### config.mk
export PLATFORM = sky130hd
export DESIGN_NAME = lsu_mem_master_flat
export DESIGN_NICKNAME = d
export VERILOG_FILES = /design/src/rtl/lsu_mem_master_if.sv /design/src/rtl/lsu_mem_master.sv /design/src/flat_wrapper.sv
export SDC_FILE = /design/constraint.sdc
export NUM_CORES = 1
export LEC_CHECK = 0
export ABC_AREA = 0
export CORE_ASPECT_RATIO = 0.8
export CORE_MARGIN = 10
export CORE_UTILIZATION = 40
export CTS_BUF_LIST = sky130_fd_sc_hd__clkbuf_8 sky130_fd_sc_hd__clkbuf_16
export DETAILED_ROUTE_END_ITERATION = 12
export GPL_ROUTABILITY_DRIVEN = 0
export PLACE_DENSITY = 0.72
export SETUP_SLACK_MARGIN = 0.4
export SYNTH_ARGS = -nofsm -noshare
export SYNTH_HDL_FRONTEND = slang
export SYNTH_SLANG_ARGS = --single-unit
export TNS_END_PERCENT = 50
### constraint.sdc
create_clock -name clk -period 8.35 [get_ports clk]
set_input_delay 0.835 -clock clk [delete_from_list [all_inputs] [get_ports clk]]
set_output_delay 0.835 -clock clk [all_outputs]
set_load 0.02 [all_outputs]
### src/rtl/lsu_mem_master_if.sv
// Bundles the request/response handshake and the data memory port of the
// load/store unit. The LSU uses the master view; the datapath/memory side
// uses the slave view.
interface lsu_mem_master_if #(
  parameter int AW = 32,
  parameter int DW = 32
);
  logic          req_valid;
  logic          req_ready;
  logic          req_write;
  logic [1:0]    req_size;
  logic          req_signed;
  logic [AW-1:0] req_addr;
  logic [DW-1:0] req_wdata;

  logic          resp_valid;
  logic [DW-1:0] resp_rdata;
  logic          resp_err;

  logic          mem_we;
  logic [AW-1:0] mem_addr;
  logic [DW-1:0] mem_wdata;
  logic [DW-1:0] mem_rdata;

  modport master (
    input  req_valid, req_write, req_size, req_signed, req_addr, req_wdata,
    output req_ready,
    output resp_valid, resp_rdata, resp_err,
    output mem_we, mem_addr, mem_wdata,
    input  mem_rdata
  );

  modport slave (
    output req_valid, req_write, req_size, req_signed, req_addr, req_wdata,
    input  req_ready,
    input  resp_valid, resp_rdata, resp_err,
    input  mem_we, mem_addr, mem_wdata,
    output mem_rdata
  );
endinterface

### src/rtl/lsu_mem_master.sv
// Load/store unit: turns byte/half/word load and store requests into
// word-aligned accesses on the data memory port. Loads are extracted and
// extended from the addressed lane; sub-word stores do a read-modify-write
// so the untouched lanes of the memory word are preserved.
module lsu_mem_master #(
  parameter int AW = 32,
  parameter int DW = 32
) (
  input  logic                 clk,
  input  logic                 reset,
  lsu_mem_master_if.master     bus
);

  typedef enum logic [1:0] {
    IDLE = 2'd0,
    RD   = 2'd1,
    WR   = 2'd2,
    RESP = 2'd3
  } state_t;

  localparam logic [1:0] SZ_BYTE = 2'd0;
  localparam logic [1:0] SZ_HALF = 2'd1;
  localparam logic [1:0] SZ_WORD = 2'd2;

  state_t        state_q, state_d;

  logic          wr_q;
  logic [1:0]    size_q;
  logic          sgn_q;
  logic [1:0]    lane_q;
  logic [DW-1:0] wdata_q;
  logic          err_q;
  logic [DW-1:0] word_q;
  logic [AW-1:0] maddr_q;

  logic          req_err;
  logic [7:0]    load_byte;
  logic [15:0]   load_half;
  logic [DW-1:0] load_ext;
  logic [DW-1:0] merged;

  // A request is rejected up front when the size is illegal or the address
  // is not naturally aligned for that size.
  assign req_err = (bus.req_size == 2'd3) ||
                   ((bus.req_size == SZ_HALF) && bus.req_addr[0]) ||
                   ((bus.req_size == SZ_WORD) && (bus.req_addr[1:0] != 2'b00));

  // State register; reset pulls the FSM back to IDLE at once, which also
  // drops mem_we combinationally so a write in flight never commits.
  always_ff @(posedge clk or posedge reset) begin
    if (reset) begin
      state_q <= IDLE;
    end else begin
      state_q <= state_d;
    end
  end

  // Request latches, aligned memory address and the word read in RD.
  always_ff @(posedge clk or posedge reset) begin
    if (reset) begin
      wr_q    <= 1'b0;
      size_q  <= 2'd0;
      sgn_q   <= 1'b0;
      lane_q  <= 2'd0;
      wdata_q <= '0;
      err_q   <= 1'b0;
      word_q  <= '0;
      maddr_q <= '0;
    end else begin
      if ((state_q == IDLE) && bus.req_valid) begin
        wr_q    <= bus.req_write;
        size_q  <= bus.req_size;
        sgn_q   <= bus.req_signed;
        lane_q  <= bus.req_addr[1:0];
        wdata_q <= bus.req_wdata;
        err_q   <= req_err;
        if (!req_err) begin
          maddr_q <= {bus.req_addr[AW-1:2], 2'b00};
        end
      end
      if (state_q == RD) begin
        word_q <= bus.mem_rdata;
      end
    end
  end

  // Lane extraction/extension for loads and lane merge for sub-word stores.
  always_comb begin
    load_byte = word_q[{lane_q, 3'b000} +: 8];
    load_half = word_q[{lane_q[1], 4'b0000} +: 16];
    load_ext  = word_q;
    merged    = word_q;
    case (size_q)
      SZ_BYTE: begin
        load_ext = {{(DW-8){sgn_q & load_byte[7]}}, load_byte};
        merged[{lane_q, 3'b000} +: 8] = wdata_q[7:0];
      end
      SZ_HALF: begin
        load_ext = {{(DW-16){sgn_q & load_half[15]}}, load_half};
        merged[{lane_q[1], 4'b0000} +: 16] = wdata_q[15:0];
      end
      default: begin
        load_ext = word_q;
        merged   = wdata_q;
      end
    endcase
  end

  // Next-state decode and all handshake/memory outputs.
  always_comb begin
    state_d         = state_q;
    bus.req_ready   = 1'b0;
    bus.resp_valid  = 1'b0;
    bus.resp_rdata  = '0;
    bus.resp_err    = 1'b0;
    bus.mem_we      = 1'b0;
    bus.mem_wdata   = '0;
    bus.mem_addr    = maddr_q;
    case (state_q)
      IDLE: begin
        bus.req_ready = 1'b1;
        if (bus.req_valid) begin
          if (req_err) begin
            state_d = RESP;
          end else if (!bus.req_write) begin
            state_d = RD;
          end else if (bus.req_size == SZ_WORD) begin
            state_d = WR;
          end else begin
            state_d = RD;
          end
        end
      end
      RD: begin
        state_d = wr_q ? WR : RESP;
      end
      WR: begin
        bus.mem_we    = 1'b1;
        bus.mem_wdata = merged;
        state_d       = RESP;
      end
      RESP: begin
        bus.resp_valid = 1'b1;
        bus.resp_err   = err_q;
        if (!err_q && !wr_q) begin
          bus.resp_rdata = load_ext;
        end
        state_d = IDLE;
      end
      default: begin
        state_d = IDLE;
      end
    endcase
  end

endmodule

### src/flat_wrapper.sv
// flat-port wrapper written by rule: the top's interface ports become plain ports
module lsu_mem_master_flat 
#(
  parameter int AW = 32,
  parameter int DW = 32
)
  (clk, reset, bus_req_valid, bus_req_write, bus_req_size, bus_req_signed, bus_req_addr, bus_req_wdata, bus_req_ready, bus_resp_valid, bus_resp_rdata, bus_resp_err, bus_mem_we, bus_mem_addr, bus_mem_wdata, bus_mem_rdata);
  lsu_mem_master_if #(.AW(AW), .DW(DW)) bus_i ();
  input  logic clk;
  input  logic reset;
  input wire logic [$bits(bus_i.req_valid)-1:0] bus_req_valid;
  input wire logic [$bits(bus_i.req_write)-1:0] bus_req_write;
  input wire logic [$bits(bus_i.req_size)-1:0] bus_req_size;
  input wire logic [$bits(bus_i.req_signed)-1:0] bus_req_signed;
  input wire logic [$bits(bus_i.req_addr)-1:0] bus_req_addr;
  input wire logic [$bits(bus_i.req_wdata)-1:0] bus_req_wdata;
  output wire logic [$bits(bus_i.req_ready)-1:0] bus_req_ready;
  output wire logic [$bits(bus_i.resp_valid)-1:0] bus_resp_valid;
  output wire logic [$bits(bus_i.resp_rdata)-1:0] bus_resp_rdata;
  output wire logic [$bits(bus_i.resp_err)-1:0] bus_resp_err;
  output wire logic [$bits(bus_i.mem_we)-1:0] bus_mem_we;
  output wire logic [$bits(bus_i.mem_addr)-1:0] bus_mem_addr;
  output wire logic [$bits(bus_i.mem_wdata)-1:0] bus_mem_wdata;
  input wire logic [$bits(bus_i.mem_rdata)-1:0] bus_mem_rdata;
  assign bus_i.req_valid = bus_req_valid;
  assign bus_i.req_write = bus_req_write;
  assign bus_i.req_size = bus_req_size;
  assign bus_i.req_signed = bus_req_signed;
  assign bus_i.req_addr = bus_req_addr;
  assign bus_i.req_wdata = bus_req_wdata;
  assign bus_req_ready = bus_i.req_ready;
  assign bus_resp_valid = bus_i.resp_valid;
  assign bus_resp_rdata = bus_i.resp_rdata;
  assign bus_resp_err = bus_i.resp_err;
  assign bus_mem_we = bus_i.mem_we;
  assign bus_mem_addr = bus_i.mem_addr;
  assign bus_mem_wdata = bus_i.mem_wdata;
  assign bus_i.mem_rdata = bus_mem_rdata;
  lsu_mem_master #(.AW(AW), .DW(DW)) u_core (.clk(clk), .reset(reset), .bus(bus_i));
endmodule
==> results of run 1 <==
-- state kept, by name, indices dropped and copies added, names as in the netlist --
signal,cells
u_core.size_q,2
u_core.word_q,32
u_core.err_q,1
u_core.lane_q,2
u_core.state_q,2
u_core.wdata_q,32
u_core.wr_q,1
u_core.bus.mem_addr,30
u_core.sgn_q,1
-- per-layer routing --
layer,vias up,track usage,part of all wire
met4,2,0.0427,0.011
met2,303,0.291,0.45
met5,-,0,0.00065
li1,2377,-,-
met1,2507,0.257,0.42
met3,16,0.0789,0.12
-- cell usage after synthesis, types with 5 or more instances --
cell type | count | area, sq um
nand3_1 | 9 | 45.0
a32o_1 | 7 | 70.1
o221ai_1 | 13 | 114
o21a_1 | 7 | 52.6
buf_4 | 9 | 67.6
inv_1 | 9 | 33.8
a221oi_1 | 24 | 210
nor2_1 | 26 | 97.6
mux2_2 | 99 | 1110
a31oi_1 | 5 | 31.3
and3_1 | 8 | 50.1
nor2b_1 | 12 | 75.1
a221o_1 | 8 | 80.1
mux2i_1 | 14 | 140
o21ai_0 | 22 | 110
nand2_2 | 10 | 62.6
a21boi_0 | 6 | 45.0
nand2_1 | 65 | 244
clkbuf_1 | 13 | 48.8
ha_1 | 9 | 113
dfrtp_1 | 103 | 2580
buf_2 | 13 | 65.1
-- worst max-delay path, delay by kind of cell, from the launching register on --
family	cells	cell delay (ns)
AO/OA/AOI/OAI	2	0.44
buffers and inverters	1	0.64
flip-flops	1	1.04
AND/OR/NAND/NOR	2	0.91
-- stage by stage --
stage | cell area, sq um | total power [uW] | util | cells
floorplan | 5920 | 2200 | - | 546
global placement | 7990 | 2910 | 0.555 | 897
detailed placement | 7990 | 2960 | 0.555 | 897
CTS | 8290 | 3400 | 0.576 | 913
global route | 8290 | 3600 | 0.576 | 913
finish | 8290 | 3410 | 0.576 | 913
-- logic make-up (layout without fill, tap and decap cells) --
logic type,Yosys count,after routing
and+or+nand+nor,149,149
muxes,117,117
AOI/OAI and AO/OA,115,115
DFF,103,103
buffers and inverters,51,234
adders and majority gates,9,9
other,1,2
-- worst paths after layout --
path / startpoint / end / slack [ns]
setup / recovery: u_core.size_q[0] / bus_mem_wdata[25] / 4.10
hold / removal: u_core.wdata_q[23] / u_core.wdata_q[23] / 0.51
setup reg to reg: u_core.state_q[1] / u_core.bus.mem_addr[18] / 6.17
hold reg to reg: u_core.wdata_q[23] / u_core.wdata_q[23] / 0.51
max in group asynchronous: reset / u_core.word_q[23] / 6.28
min in group asynchronous: reset / u_core.bus.mem_addr[21] / 0.79
-- area by class of cell --
| cell class | count | area share |
|---|---|---|
| clock inverter | 6 | 0.00710 |
| clock buffer | 10 | 0.0288 |
| timing repair buffer | 207 | 0.248 |
| inverter | 11 | 0.00529 |
| sequential | 103 | 0.311 |
| multi-input combinational | 392 | 0.372 |
| tap | 184 | 0.0278 |
-- report_power, final --
part	total (uW)	switching, uW	leakage (uW)	internal, uW
clock	425	207	0.000145	218
combinational	1860	942	0.00198	918
sequential	1120	368	0.00122	753
==> reports/qor.txt, run 1 <==
status - finished clean
Post-synth EDFFs - 0
first-pass GRT wire length - 30.6 mm
worst setup margin - 4.10 ns
Synth Area in Adders - 0.0190
Ys Warns - 0
wire per inst - 21.8 um
mux contribution to synthesized area - 0.225
Num CTS Buffers - 9
layout cells sized above 1 - 0.204
Clock Skew - 0.00823 ns
Worst-Skew Late Latency - 0.36 ns
post-synthesis xor/xnor area fraction - 0
pwr dens - 411 mW/mm^2
Post-Syn Area - 0.00592 sq mm
dpl hpwl - 15.3 mm
ant diodes - 0
library cells used by synthesis - 54
Std-Cell Core Area - 0.0144 sq mm
asr flop ratio synth - 1.00
Slowest cell on crit path - dfrtp_1
Yosys reg bits - 103
Synth Area in Compound Gates - 0.154
Bufs on Longest Clock Path - 2
Crit path arrival time - 3.42 ns
Die W - 156 um
die area - 0.0201 sq mm
most common cell after layout, fill and taps aside - clkdlybuf4s50_1
initial antenna violation count - 1
Row Count - 39
CTS tree - built
register area share after synthesis - 0.435
vias in the first global route - 5170
Worst Hold Depth - 1
pre-CTS setup slack - 4.56 ns
critical path's most frequent cell - nor2b_1
setup bufs post-CTS - 0
Relative slew margins - 0.294
post-layout min period - 4.25 ns
post_cts resized - 0
gr ovfl total - 0
port bufs - 200
Reg area - 0.00258 sq mm
Synth Instances - 545
fillers - 1197
initial drt markers - 643
Detailed Route WL - 19.9 mm
I/O pins - 203
commonest cells after routing, fill and taps aside - clkdlybuf4s50_1 (200), dfrtp_1 (103), mux2_2 (99)
Crit path required time - 7.52 ns
class of the worst hold path - reg -> reg
Starting Density - 0.411
DRC Markers - 0
FMAX - 235 MHz
Vias/cell - 5.70
Fin Setup TNS - 0 ns
Slew Limit Fails - 0
Synth Flop Type - dfrtp_1
critical path, cell by cell - nor2b_1, o21ba_2, a221oi_1, nor2b_1, clkdlybuf4s50_1
Setup crit end kind - output port
Pre-Repair DR Iteration Count - 5
setup violators final - 0
Die Height - 129 um
final antenna-violating net count - 0
clk slew on worst S/H paths - 0.07 ns
total track usage - 0.194
CTS Root Cell - clkbuf_16
# Max-Cap Violations - 0
H-tree depth - 3
R2R depth - 7
Worst VDD drop - 162 uV
slew of the pin with the lowest slew margin - 1.06 ns
simple logic cell fraction of the synthesized area - 0.121
RSZ-0062 raised after global routing - no
CP max FO - 35
CTS Sinks - 103
final net count - 836
Avg Cell Area, Syn - 10.9 sq um
Fin. Hold Viols - 0
largest family of logic cells by synthesized area - multiplexers
multi-input logic area - 0.00308 sq mm
post-route clock period utilization - 0.509
largest net degree at the start of global routing - 79
Setup Crit Path Kind - reg -> out
Min Hold Slack - 0.506 ns
crit path launch type - flip-flop
area delta synth->final - 39.9%
slowest cell delay on critical path - 1.04 ns
hold_buf cts - 0
via count - 5205
P_leak - 0.00335 uW
No activity file was read; power rests on OpenSTA's default activity.
==> inputs of run 2 (changes only) <==
- PLACE_DENSITY: 0.72 -> 0.75
- clock period: 8.35 -> 3.7 ns (I/O delays scaled with it)
==> reports/qor.txt, run 2 (synthesized netlist as in run 1, its figures left out) <==
status - finished clean (unchanged)
total track usage - 0.197 (was 0.194)
Reg area - 0.00258 sq mm (about the same)
area delta synth->final - 40.9% (was 39.9%)
most common cell after layout, fill and taps aside - clkdlybuf4s50_1 (unchanged)
Starting Density - 0.411 (unchanged)
Num CTS Buffers - 9 (unchanged)
Setup Crit Path Kind - reg -> out (unchanged)
vias in the first global route - 5524 (was 5170)
initial antenna violation count - 1 (unchanged)
Fin. Hold Viols - 0 (unchanged)
final net count - 840 (was 836)
Detailed Route WL - 20.7 mm (was 19.9 mm)
post-route clock period utilization - 0.886
pwr dens - 935 mW/mm^2 (was 411 mW/mm^2)
Die Height - 129 um (unchanged)
Row Count - 39 (unchanged)
sw power - 3450 uW (was 1520 uW)
RSZ-0062 raised after global routing - yes (was no)
final antenna-violating net count - 0 (unchanged)
layout cells sized above 1 - 0.217 (was 0.204)
ant diodes - 0 (unchanged)
clk slew on worst S/H paths - 0.07 ns (about the same)
FMAX - 305 MHz
slew of the pin with the lowest slew margin - 0.740 ns (was 1.06 ns)
multi-input logic area - 0.00310 sq mm (was 0.00308 sq mm)
Switching Share - 0.442 (was 0.445)
Fin Setup TNS - 0 ns (unchanged)
wire per inst - 22.5 um (was 21.8 um)
first-pass GRT wire length - 31.2 mm (was 30.6 mm)
Worst-Skew Late Latency - 0.35 ns (was 0.36 ns)
Pre-Repair DR Iteration Count - 6 (was 5)
Setup crit end kind - output port (unchanged)
crit path launch type - flip-flop (unchanged)
via count - 5352 (was 5205)
commonest cells after routing, fill and taps aside - clkdlybuf4s50_1 (199), dfrtp_1 (102), mux2_2 (99) (was clkdlybuf4s50_1 (200), dfrtp_1 (103), mux2_2 (99))
P_int - 4350 uW (was 1890 uW)
critical path, cell by cell - inv_1, ha_1, nand2_1, nor3_2, a221o_1, clkdlybuf4s50_1 (was nor2b_1, o21ba_2, a221oi_1, nor2b_1, clkdlybuf4s50_1)
Crit path required time - 3.33 ns (was 7.52 ns)
Met1 Routed Length - 8.42 mm (was 8.37 mm)
CTS Sinks - 103 (unchanged)
post-layout min period - 3.28 ns
metal3 WL - 2.42 mm (was 2.43 mm)
Relative slew margins - 0.507 (was 0.294)
CP max FO - 16 (was 35)
Met2 Routed Length - 9.47 mm (was 8.89 mm)
class of the worst hold path - in -> async (was reg -> reg)
DRC Markers - 0 (unchanged)
die area - 0.0201 sq mm (unchanged)
largest net degree at the start of global routing - 60 (was 79)
CP top delay family - buffers and inverters (was flip-flops)
slowest cell delay on critical path - 0.61 ns (was 1.04 ns)
setup violators final - 0 (unchanged)
Seq pwr share - 0.318 (was 0.329)
CTS Root Cell - clkbuf_16 (unchanged)
Highest Signal Layer - met4 (was met5)
Slew Limit Fails - 0 (unchanged)
Std-Cell Core Area - 0.0144 sq mm (unchanged)
port bufs - 200 (unchanged)
Bufs on Longest Clock Path - 2 (unchanged)
hold_buf cts - 0 (unchanged)
P_leak - 0.00340 uW (was 0.00335 uW)
Clk pwr share - 0.125 (about the same)
# Max-Cap Violations - 0 (unchanged)
initial drt markers - 514 (was 643)
Bufs and invs on worst path - 2 (was 1)
H-tree depth - 3 (unchanged)
fillers - 1182 (was 1197)
dpl hpwl - 15.7 mm (was 15.3 mm)
Vias/cell - 5.84 (was 5.70)
CTS tree - built (unchanged)
Crit path arrival time - 2.91 ns (was 3.42 ns)
Comb power frac - 0.557 (was 0.546)
Worst VDD drop - 516 uV (was 162 uV)
# placed instances - 900 (was 897)
I/O pins - 203 (unchanged)
Slowest cell on crit path - clkdlybuf4s50_1 (was dfrtp_1)
Die W - 156 um (unchanged)
Clock Skew - 0.00723 ns (was 0.00823 ns)
gr ovfl total - 0 (unchanged)
Post-Layout Cell Count - 917 (was 913)
==> run 2: cell count changes in the layout (fill, tap and decap cells not counted), sizes merged <==
cell,previous run,this run
buf,7,11
bufinv,0,1
dlymetal6s2s,0,1
clkinvlp,1,2
inv,14,12
clkdlybuf4s50,200,199
==> run 2: repair_timing <==
item,in CTS,in global routing
pin swaps,0,1
endpoints found under the setup margin,32,32
resized for setup,2,8
buffers inserted,0,1
gates cloned,0,0
==> run 2: worst register-to-register path, cell delays in order (launching register included) <==
cell and delay, ns:
dfrtp_1 0.42, inv_1 0.10, ha_1 0.28, nand2_1 0.12, nor2_2 0.14, buf_4 0.37
mux2_2 0.40
==> run 2: cell type report <==
cell class / count / share of cell area
Multi-Input combinational cell: 392 / 0.371
Clock inverter: 6 / 0.00720
Clock buffer: 10 / 0.0286
Inverter: 11 / 0.00570
Sequential cell: 103 / 0.309
Tap cell: 184 / 0.0276
Timing Repair Buffer: 211 / 0.250
==> run 2: final timing paths <==
| check | startpoint | to | slack, ns | cells after the start |
|---|---|---|---|---|
| hold / removal | reset | u_core.wdata_q[18] | 0.50 | 2 |
| max in group asynchronous | reset | u_core.bus.mem_addr[24] | 2.39 | 3 |
| min in group clk | u_core.bus.mem_addr[4] | u_core.bus.mem_addr[4] | 0.51 | 1 |
| hold reg to reg | u_core.bus.mem_addr[4] | u_core.bus.mem_addr[4] | 0.51 | 1 |
| setup reg to reg | u_core.state_q[0] | u_core.bus.mem_addr[9] | 1.76 | 6 |
| setup / recovery | u_core.lane_q[0] | bus_mem_wdata[23] | 0.42 | 6 |
==> run 2: per-stage QoR <==
step / hold slack, ns / worst slack (ns) / power, uW / util / instance area [sq um]
final: 0.503 / 0.422 / 7800 / 0.580 / 8340
after global routing: 0.520 / 0.338 / 8210 / 0.580 / 8340
after CTS: 0.511 / 0.408 / 7710 / 0.577 / 8310
after detailed placement: 0.495 / 0.643 / 6720 / 0.556 / 8010
after global placement: 0.488 / 0.678 / 6570 / 0.556 / 8010
after floorplan: 0.480 / 0.626 / 4970 / - / 5920
==> run 2: per-layer routing <==
layer	global-route usage	up-vias
met5	0	-
met3	0.0669	36
met4	0.0527	0
li1	-	2379
met1	0.252	2605
met2	0.313	332
==> run 2: power groups by stage <==
stage	clock network (uW)	registers (uW)	logic, uW
detailed placement	0	2460	4260
CTS	985	2440	4290
finish	973	2480	4340
global placement	0	2410	4160
floorplan	0	2330	2630
global route	1040	2550	4620
==> inputs of run 3 (changes only) <==
- CTS_BUF_LIST: sky130_fd_sc_hd__clkbuf_8 sky130_fd_sc_hd__clkbuf_16 -> unset
- SETUP_SLACK_MARGIN: 0.4 -> 0.2
==> reports/qor.txt, run 3 (synthesized netlist as in run 1, its figures left out) <==
layout cells sized above 1 - 0.209 (was 0.217)
Num CTS Buffers - 9 (unchanged)
GR Layer Usage met3 - 0.0669 (unchanged)
Worst VDD drop - 515 uV (was 516 uV)
wire per inst - 22.4 um (was 22.5 um)
Detailed Route WL - 20.6 mm (was 20.7 mm)
I/O pins - 203 (unchanged)
CTS Sinks - 103 (unchanged)
Slowest cell on crit path - dfrtp_2 (was clkdlybuf4s50_1)
CTS tree - built (unchanged)
CP max FO - 16 (unchanged)
area delta synth->final - 40.5% (was 40.9%)
RSZ-0062 raised after global routing - no (was yes)
final net count - 839 (was 840)
die area - 0.0201 sq mm (unchanged)
sw power - 3440 uW (was 3450 uW)
Fin Setup TNS - 0 ns (unchanged)
Slew Limit Fails - 0 (unchanged)
global route hottest layer - met2 (unchanged)
Clk pwr share - 0.125 (about the same)
Crit path arrival time - 2.97 ns (was 2.91 ns)
H-tree depth - 3 (unchanged)
Starting Density - 0.411 (unchanged)
worst setup margin - 0.360 ns (was 0.422 ns)
Relative slew margins - 0.469 (was 0.507)
FMAX - 299 MHz (was 305 MHz)
dpl hpwl - 15.7 mm (unchanged)
Setup Crit Path Kind - reg -> out (unchanged)
status - finished clean (unchanged)
vias in the first global route - 5524 (unchanged)
crit path launch type - flip-flop (unchanged)
Std-Cell Core Area - 0.0144 sq mm (unchanged)
setup violators final - 0 (unchanged)
Worst-Skew Late Latency - 0.34 ns (was 0.35 ns)
GR Layer Usage met2 - 0.313 (unchanged)
pwr dens - 935 mW/mm^2 (about the same)
fillers - 1188 (was 1182)
Reg area - 0.00258 sq mm (about the same)
first-pass GRT wire length - 31.2 mm (unchanged)
gr ovfl total - 0 (unchanged)
Clock Skew - 0.00642 ns (was 0.00723 ns)
class of the worst hold path - in -> async (unchanged)
Die Height - 129 um (unchanged)
CP top delay family - buffers and inverters (unchanged)
Power Total - 7770 uW (was 7800 uW)
CTS Root Cell - clkbuf_16 (unchanged)
Comb power frac - 0.556 (was 0.557)
critical path, cell by cell - inv_1, ha_1, and4b_1, a221oi_1, nor2b_1, clkdlybuf4s50_1 (was inv_1, ha_1, nand2_1, nor3_2, a221o_1, clkdlybuf4s50_1)
met1 Resource Use GR - 0.252 (unchanged)
R2R depth - 6 (unchanged)
Vias/cell - 5.87 (was 5.84)
commonest cells after routing, fill and taps aside - clkdlybuf4s50_1 (200), dfrtp_1 (102), mux2_2 (99) (was clkdlybuf4s50_1 (199), dfrtp_1 (102), mux2_2 (99))
post-route clock period utilization - 0.903 (was 0.886)
most common cell after layout, fill and taps aside - clkdlybuf4s50_1 (unchanged)
via count - 5375 (was 5352)
P_int - 4340 uW (was 4350 uW)
final antenna-violating net count - 0 (unchanged)
Setup crit end kind - output port (unchanged)
hold_buf cts - 0 (unchanged)
Seq pwr share - 0.319 (was 0.318)
post-layout min period - 3.34 ns (was 3.28 ns)
slowest cell delay on critical path - 0.57 ns (was 0.61 ns)
Crit path required time - 3.33 ns (about the same)
Bufs on Longest Clock Path - 2 (unchanged)
largest net degree at the start of global routing - 60 (unchanged)
Row Count - 39 (unchanged)
pre-CTS setup slack - 0.643 ns (unchanged)
Die W - 156 um (unchanged)
port bufs - 200 (unchanged)
clk slew on worst S/H paths - 0.07 ns (about the same)
P_leak - 0.00337 uW (was 0.00340 uW)
# Max-Cap Violations - 0 (unchanged)
ant diodes - 0 (unchanged)
multi-input logic area - 0.00309 sq mm (was 0.00310 sq mm)
Pre-Repair DR Iteration Count - 6 (unchanged)
Switching Share - 0.442 (about the same)
DRC Markers - 0 (unchanged)
slew of the pin with the lowest slew margin - 0.796 ns (was 0.740 ns)
CP Depth - 6 (unchanged)
initial antenna violation count - 1 (unchanged)
total track usage - 0.197 (unchanged)
Bufs and invs on worst path - 2 (unchanged)
final core occ - 0.578 (was 0.580)
initial drt markers - 483 (was 514)
Fin. Hold Viols - 0 (unchanged)
-- run 3: layer usage --
metal,wire [um],up-vias
met4,340,0
met5,0,-
li1,-,2380
met1,8470,2607
met2,9470,350
met3,2270,38
-- run 3: repair_timing --
action | CTS | global route
endpoints found under the setup margin | 0 | 32
endpoints found under the hold margin | 0 | 0
buffers inserted | 0 | 0
resized for setup | 0 | 3
-- run 3: path summary, 6_finish.rpt --
path,start,end,slack [ns]
worst max-delay path,u_core.lane_q[0],bus_mem_wdata[31],0.36
worst min-delay path,reset,u_core.bus.mem_addr[6],0.50
worst max register to register,u_core.state_q[0],u_core.bus.mem_addr[9],1.74
worst min register to register,u_core.bus.mem_addr[4],u_core.bus.mem_addr[4],0.51
max in group asynchronous,reset,u_core.bus.mem_addr[24],2.39
min in group clk,u_core.bus.mem_addr[4],u_core.bus.mem_addr[4],0.51
-- run 3: per-stage QoR --
stage / hold slack [ns] / std cells / cell area, sq um
2_1_floorplan: 0.480 / 546 / 5920
3_3_place_gp: 0.488 / 900 / 8010
3_5_place_dp: 0.495 / 900 / 8010
4_1_cts: 0.511 / 916 / 8310
5_1_grt: 0.520 / 916 / 8320
6_report: 0.501 / 916 / 8320
-- run 3: power by group through the flow --
stage | clock network (uW) | logic, uW | registers (uW)
2_1_floorplan | 0 | 2630 | 2330
3_3_place_gp | 0 | 4160 | 2410
3_5_place_dp | 0 | 4260 | 2460
4_1_cts | 988 | 4290 | 2440
5_1_grt | 1040 | 4610 | 2550
6_report | 972 | 4320 | 2480
-- run 3: area by class of cell --
class / instances / area share
inverter: 11 / 0.00526
timing repair buffer: 210 / 0.250
tap: 184 / 0.0277
clock buffer: 11 / 0.0292
clock inverter: 5 / 0.00677
sequential: 103 / 0.310
multi-input combinational: 392 / 0.371
==> edit 1, RTL diff (config.mk and constraints of run 1) <==
Reset style: synchronous (`reset`), changed in 2 clocked blocks.
--- a/src/rtl/lsu_mem_master.sv
+++ b/src/rtl/lsu_mem_master.sv
@@ -47,7 +47,7 @@
 
   // State register; reset pulls the FSM back to IDLE at once, which also
   // drops mem_we combinationally so a write in flight never commits.
-  always_ff @(posedge clk or posedge reset) begin
+  always_ff @(posedge clk) begin
     if (reset) begin
       state_q <= IDLE;
     end else begin
@@ -56,7 +56,7 @@
   end
 
   // Request latches, aligned memory address and the word read in RD.
-  always_ff @(posedge clk or posedge reset) begin
+  always_ff @(posedge clk) begin
     if (reset) begin
       wr_q    <= 1'b0;
       size_q  <= 2'd0;
Check against the original RTL: differs if reset is asserted again (counterexample within 4 cycles, from zero or initial values and one cycle with reset high); with reset held inactive, the same outputs for 4 cycles.
==> edit 1 against run 1 <==
- non-clock buffer count fell by 1
- global-route usage rose by 1.0 points
- synthesized area fell by 1.1%
- sequential share of layout area fell by 5.6 points
- cell area fell by 2.3%
- sequential cell count did not move
- die area fell by 0.93%
- worst setup slack got worse by 0.039 ns
- critical path depth rose by 2
- wire length rose by 5.5%
- largest cell class unchanged
- highest routed layer is now met4
Power is not compared: it rests on default switching activity, and its combinational part moved more than twofold at a synthesized area within 25%.
==> edit 1: results (changes against run 1) <==
finClkSkew_ns: 0.00784  # -0.000387 ns
whs_path_depth: 2  # +1
drt_wl_total_um: 21000  # +5.5%
fin_ws_ns: 4.06  # -0.0390 ns
r2r-start: "u_core.state_q[0]$_SDFFE_PP0P_"
relSlewSlack: 0.269  # -0.0243
insertion_delay_ns: 0.36  # about the same
dp_worst_setup_slack_ns: 4.52  # -0.0446 ns
critPathMaxStageDelay_ns: 0.66  # -0.38 ns
highest_layer: "met4"
grt_pass1_wl_um: 32500  # +6.4%
met3_usage: 0.0701  # -0.00883
synth.yosys.seq_area_share: 0.352  # -0.0833
hpwl_um: 15400  # +1.1%
clkCellAreaFrac: 0.0377  # +0.00178
r2r-end: "u_core.bus.mem_addr[20]$_SDFFE_PP0P_"
num-multi-input-gates: 566  # +44%
seq_cell_count: 103  # unchanged
placed_area_um2: 7790  # -2.5%
route.met3.wl_um: 2250  # -7.4%
nNonClkBuffers: 206  # -0.48%
critical-path-top-delay-family: "buffers and inverters"
nonClkBufAreaFrac: 0.253  # +0.00463
fillers: 1385  # +16%
critPathLaunch: "u_core.lane_q[1]$_SDFFE_PP0P_"
grt_use_total: 0.204  # +0.0103
holdPathEnd: "u_core.bus.mem_addr[16]$_SDFFE_PP0P_"
synth-async-reset-ratio: 0  # -1.00
synthDistinctLibCells: 55  # +1.9%
wl_met1_um: 8930  # +6.8%
synth_common_cells: "nand2_1 (205), dfxtp_1 (103), a21oi_1 (83)"
viasPerCell: 5.42  # -5.0%
met1_usage: 0.265  # +0.00840
holdCritStartpoint: "u_core.bus.mem_addr[16]$_SDFFE_PP0P_"
grt_pass1_vias: 5579  # +7.9%
outcome: "finished, final reports clean"
grt_max_degree: 104  # +32%
inv_count: 14  # +3
cp_max_fo: 33  # -5.7%
regToRegSetupSlack_ns: 5.90  # -0.27 ns
hold_ws_ns: 0.454  # -0.0528 ns
drtIter0Drc: 475  # -26%
cp_slowest_cell: "clkdlybuf4s50_1"
seq_share: 0.255  # -0.0563
nNetsFinal: 1012  # +21%
multiInputGateArea_um2: 3400  # +10%
antenna_found_initial: 0  # -1
synth.area.top_cells: "dfxtp_1 (35%), nand2_1 (13%), mux2i_1 (8.4%)"
place.port_buffers: 200  # unchanged
routed-wl-met2_um: 9500  # +6.9%
die_area_um2: 19900  # -0.93%
-- edit 1: changes by cell type in the layout (fill, tap and decap cells not counted), moves of 17 or more --
cell,delta
o21ai_0,+17
a21oi_1,+80
mux2i_1,+35
nand2_1,+140
mux2_2,-91
dfrtp_1,-103
dfxtp_1,+103
-- edit 1: cells by family (layout without fill, tap and decap cells) --
kind of cell / after synthesis / count (layout) / synth area share
simple gates: 305 / 305 / 0.230
compound gates: 184 / 184 / 0.196
flops: 103 / 103 / 0.352
buf+inv: 77 / 235 / 0.0686
mux: 66 / 66 / 0.134
fa+ha+maj: 9 / 9 / 0.0192
other cells: 1 / 2 / 0.000640
-- edit 1: through the flow --
stage                     total power [mW]  utilization  instances
after floorplan                       1.19            -        746
after global placement                1.44        0.545       1073
after detailed placement              1.45        0.545       1073
after CTS                             1.90        0.566       1088
after global routing                  2.00        0.566       1088
final                                 1.89        0.566       1088
==> edit 2, RTL diff (config.mk and constraints of run 1) <==
Made on the original files. `AW` is set to 32 in 3 places; all go to 64.
--- a/src/rtl/lsu_mem_master_if.sv
+++ b/src/rtl/lsu_mem_master_if.sv
@@ -2,7 +2,7 @@
 // load/store unit. The LSU uses the master view; the datapath/memory side
 // uses the slave view.
 interface lsu_mem_master_if #(
-  parameter int AW = 32,
+  parameter int AW = 64,
   parameter int DW = 32
 );
   logic          req_valid;
--- a/src/rtl/lsu_mem_master.sv
+++ b/src/rtl/lsu_mem_master.sv
@@ -3,7 +3,7 @@
 // extended from the addressed lane; sub-word stores do a read-modify-write
 // so the untouched lanes of the memory word are preserved.
 module lsu_mem_master #(
-  parameter int AW = 32,
+  parameter int AW = 64,
   parameter int DW = 32
 ) (
   input  logic                 clk,
--- a/src/flat_wrapper.sv
+++ b/src/flat_wrapper.sv
@@ -1,7 +1,7 @@
 // flat-port wrapper written by rule: the top's interface ports become plain ports
 module lsu_mem_master_flat 
 #(
-  parameter int AW = 32,
+  parameter int AW = 64,
   parameter int DW = 32
 )
   (clk, reset, bus_req_valid, bus_req_write, bus_req_size, bus_req_signed, bus_req_addr, bus_req_wdata, bus_req_ready, bus_resp_valid, bus_resp_rdata, bus_resp_err, bus_mem_we, bus_mem_addr, bus_mem_wdata, bus_mem_rdata);
Interface: changed (resized bus_mem_addr and bus_req_addr); port bits go from 203 to 267. The function was not compared with the original's and may differ.
==> edit 2 against run 1 <==
- synthesized area rose by 19%
- critical path type unchanged
- non-clock buffer count rose by 65
- total power rose by 30%
- global-route usage rose by 1.6 points
- clock power rose by 69%
- cell area rose by 25%
- clock skew rose by 0.0034 ns
- fmax fell by 3.1%
- sequential cell count rose by 32
- wire length rose by 27%
- die area rose by 16%
- utilization rose by 2.5 points
- worst setup slack got worse by 0.14 ns
==> edit 2: results (changes against run 1) <==
outcome: "finished, final reports clean"
synth_compound_gate_area_share: 0.139  # -0.0157
hpwl_um: 18700  # +22%
holdCritStartpoint: "u_core.bus.mem_addr[31]$_DFFE_PP0P_"
synthDistinctLibCells: 44  # -19%
highest_layer: "met4"
regToRegSetupSlack_ns: 5.85  # -0.32 ns
grt_pass1_wl_um: 38200  # +25%
synth.yosys.seq_area_share: 0.479  # +0.0433
finClkSkew_ns: 0.0117  # +0.00343 ns
nNetsFinal: 1011  # +21%
numCtsBuffers: 17  # +8
synth.area.top_cells: "dfrtp_1 (48%), mux2_2 (18%), nand2_1 (3.8%)"
drive_above_1_share: 0.186  # -0.0180
route.met3.wl_um: 3090  # +27%
antenna_found_initial: 0  # -1
met1_usage: 0.249  # -0.00759
r2r-end: "u_core.bus.mem_addr[51]$_DFFE_PP0P_"
grtUsageMet2: 0.329  # +0.0377
internal_power_mw: 2.53  # +34%
holdPathEnd: "u_core.bus.mem_addr[31]$_DFFE_PP0P_"
met3_usage: 0.105  # +0.0259
viasPerCell: 5.48  # -3.8%
wire_per_inst_um: 22.9  # +5.0%
synthAdderAreaFrac: 0.0160  # -0.00306
synth_common_cells: "dfrtp_1 (135), mux2_2 (112), nand2_1 (72)"
htree_levels: 4  # +1
p_leak_nw: 4.28  # +28%
r2r-start: "u_core.state_q[0]$_DFFE_PP0P_"
cp_data_arrival_time_ns: 3.56  # +0.14 ns
wl_met1_um: 10100  # +20%
irDropWorstVdd_v: 0.000264  # +63%
critPathLaunch: "u_core.lane_q[0]$_DFFE_PP0P_"
p_total_mw: 4.41  # +30%
grt_pass1_vias: 6282  # +22%
grt_max_degree: 80  # +1.3%
p_comb_mw: 2.28  # +23%
## edit 2: changes by cell type in the layout (fill, tap and decap cells not counted), moves of 11 or more
cell	run 1	this run
a22o_1	1	23
clkdlybuf4s50_1	200	264
dfrtp_1	103	135
inv_1	8	22
mux2_2	99	112
o21ai_0	22	33
## edit 2: layout make-up
type	instances	area, um^2
clock buffers	17	425
clock inverters	15	138
fillers	1453	6930
inverters	23	88.8
multi-input cells	418	3380
flip-flops and latches	135	3380
well taps	225	282
repair buffers	272	2700
## edit 2: stage by stage
step | setup slack [ns] | hold slack (ns) | cells
after floorplan | 3.90 | 0.480 | 622
after detailed placement | 4.40 | 0.474 | 1073
after global placement | 4.48 | 0.466 | 1073
after CTS | 3.96 | 0.489 | 1105
after global routing | 3.70 | 0.508 | 1105
final | 3.96 | 0.487 | 1105
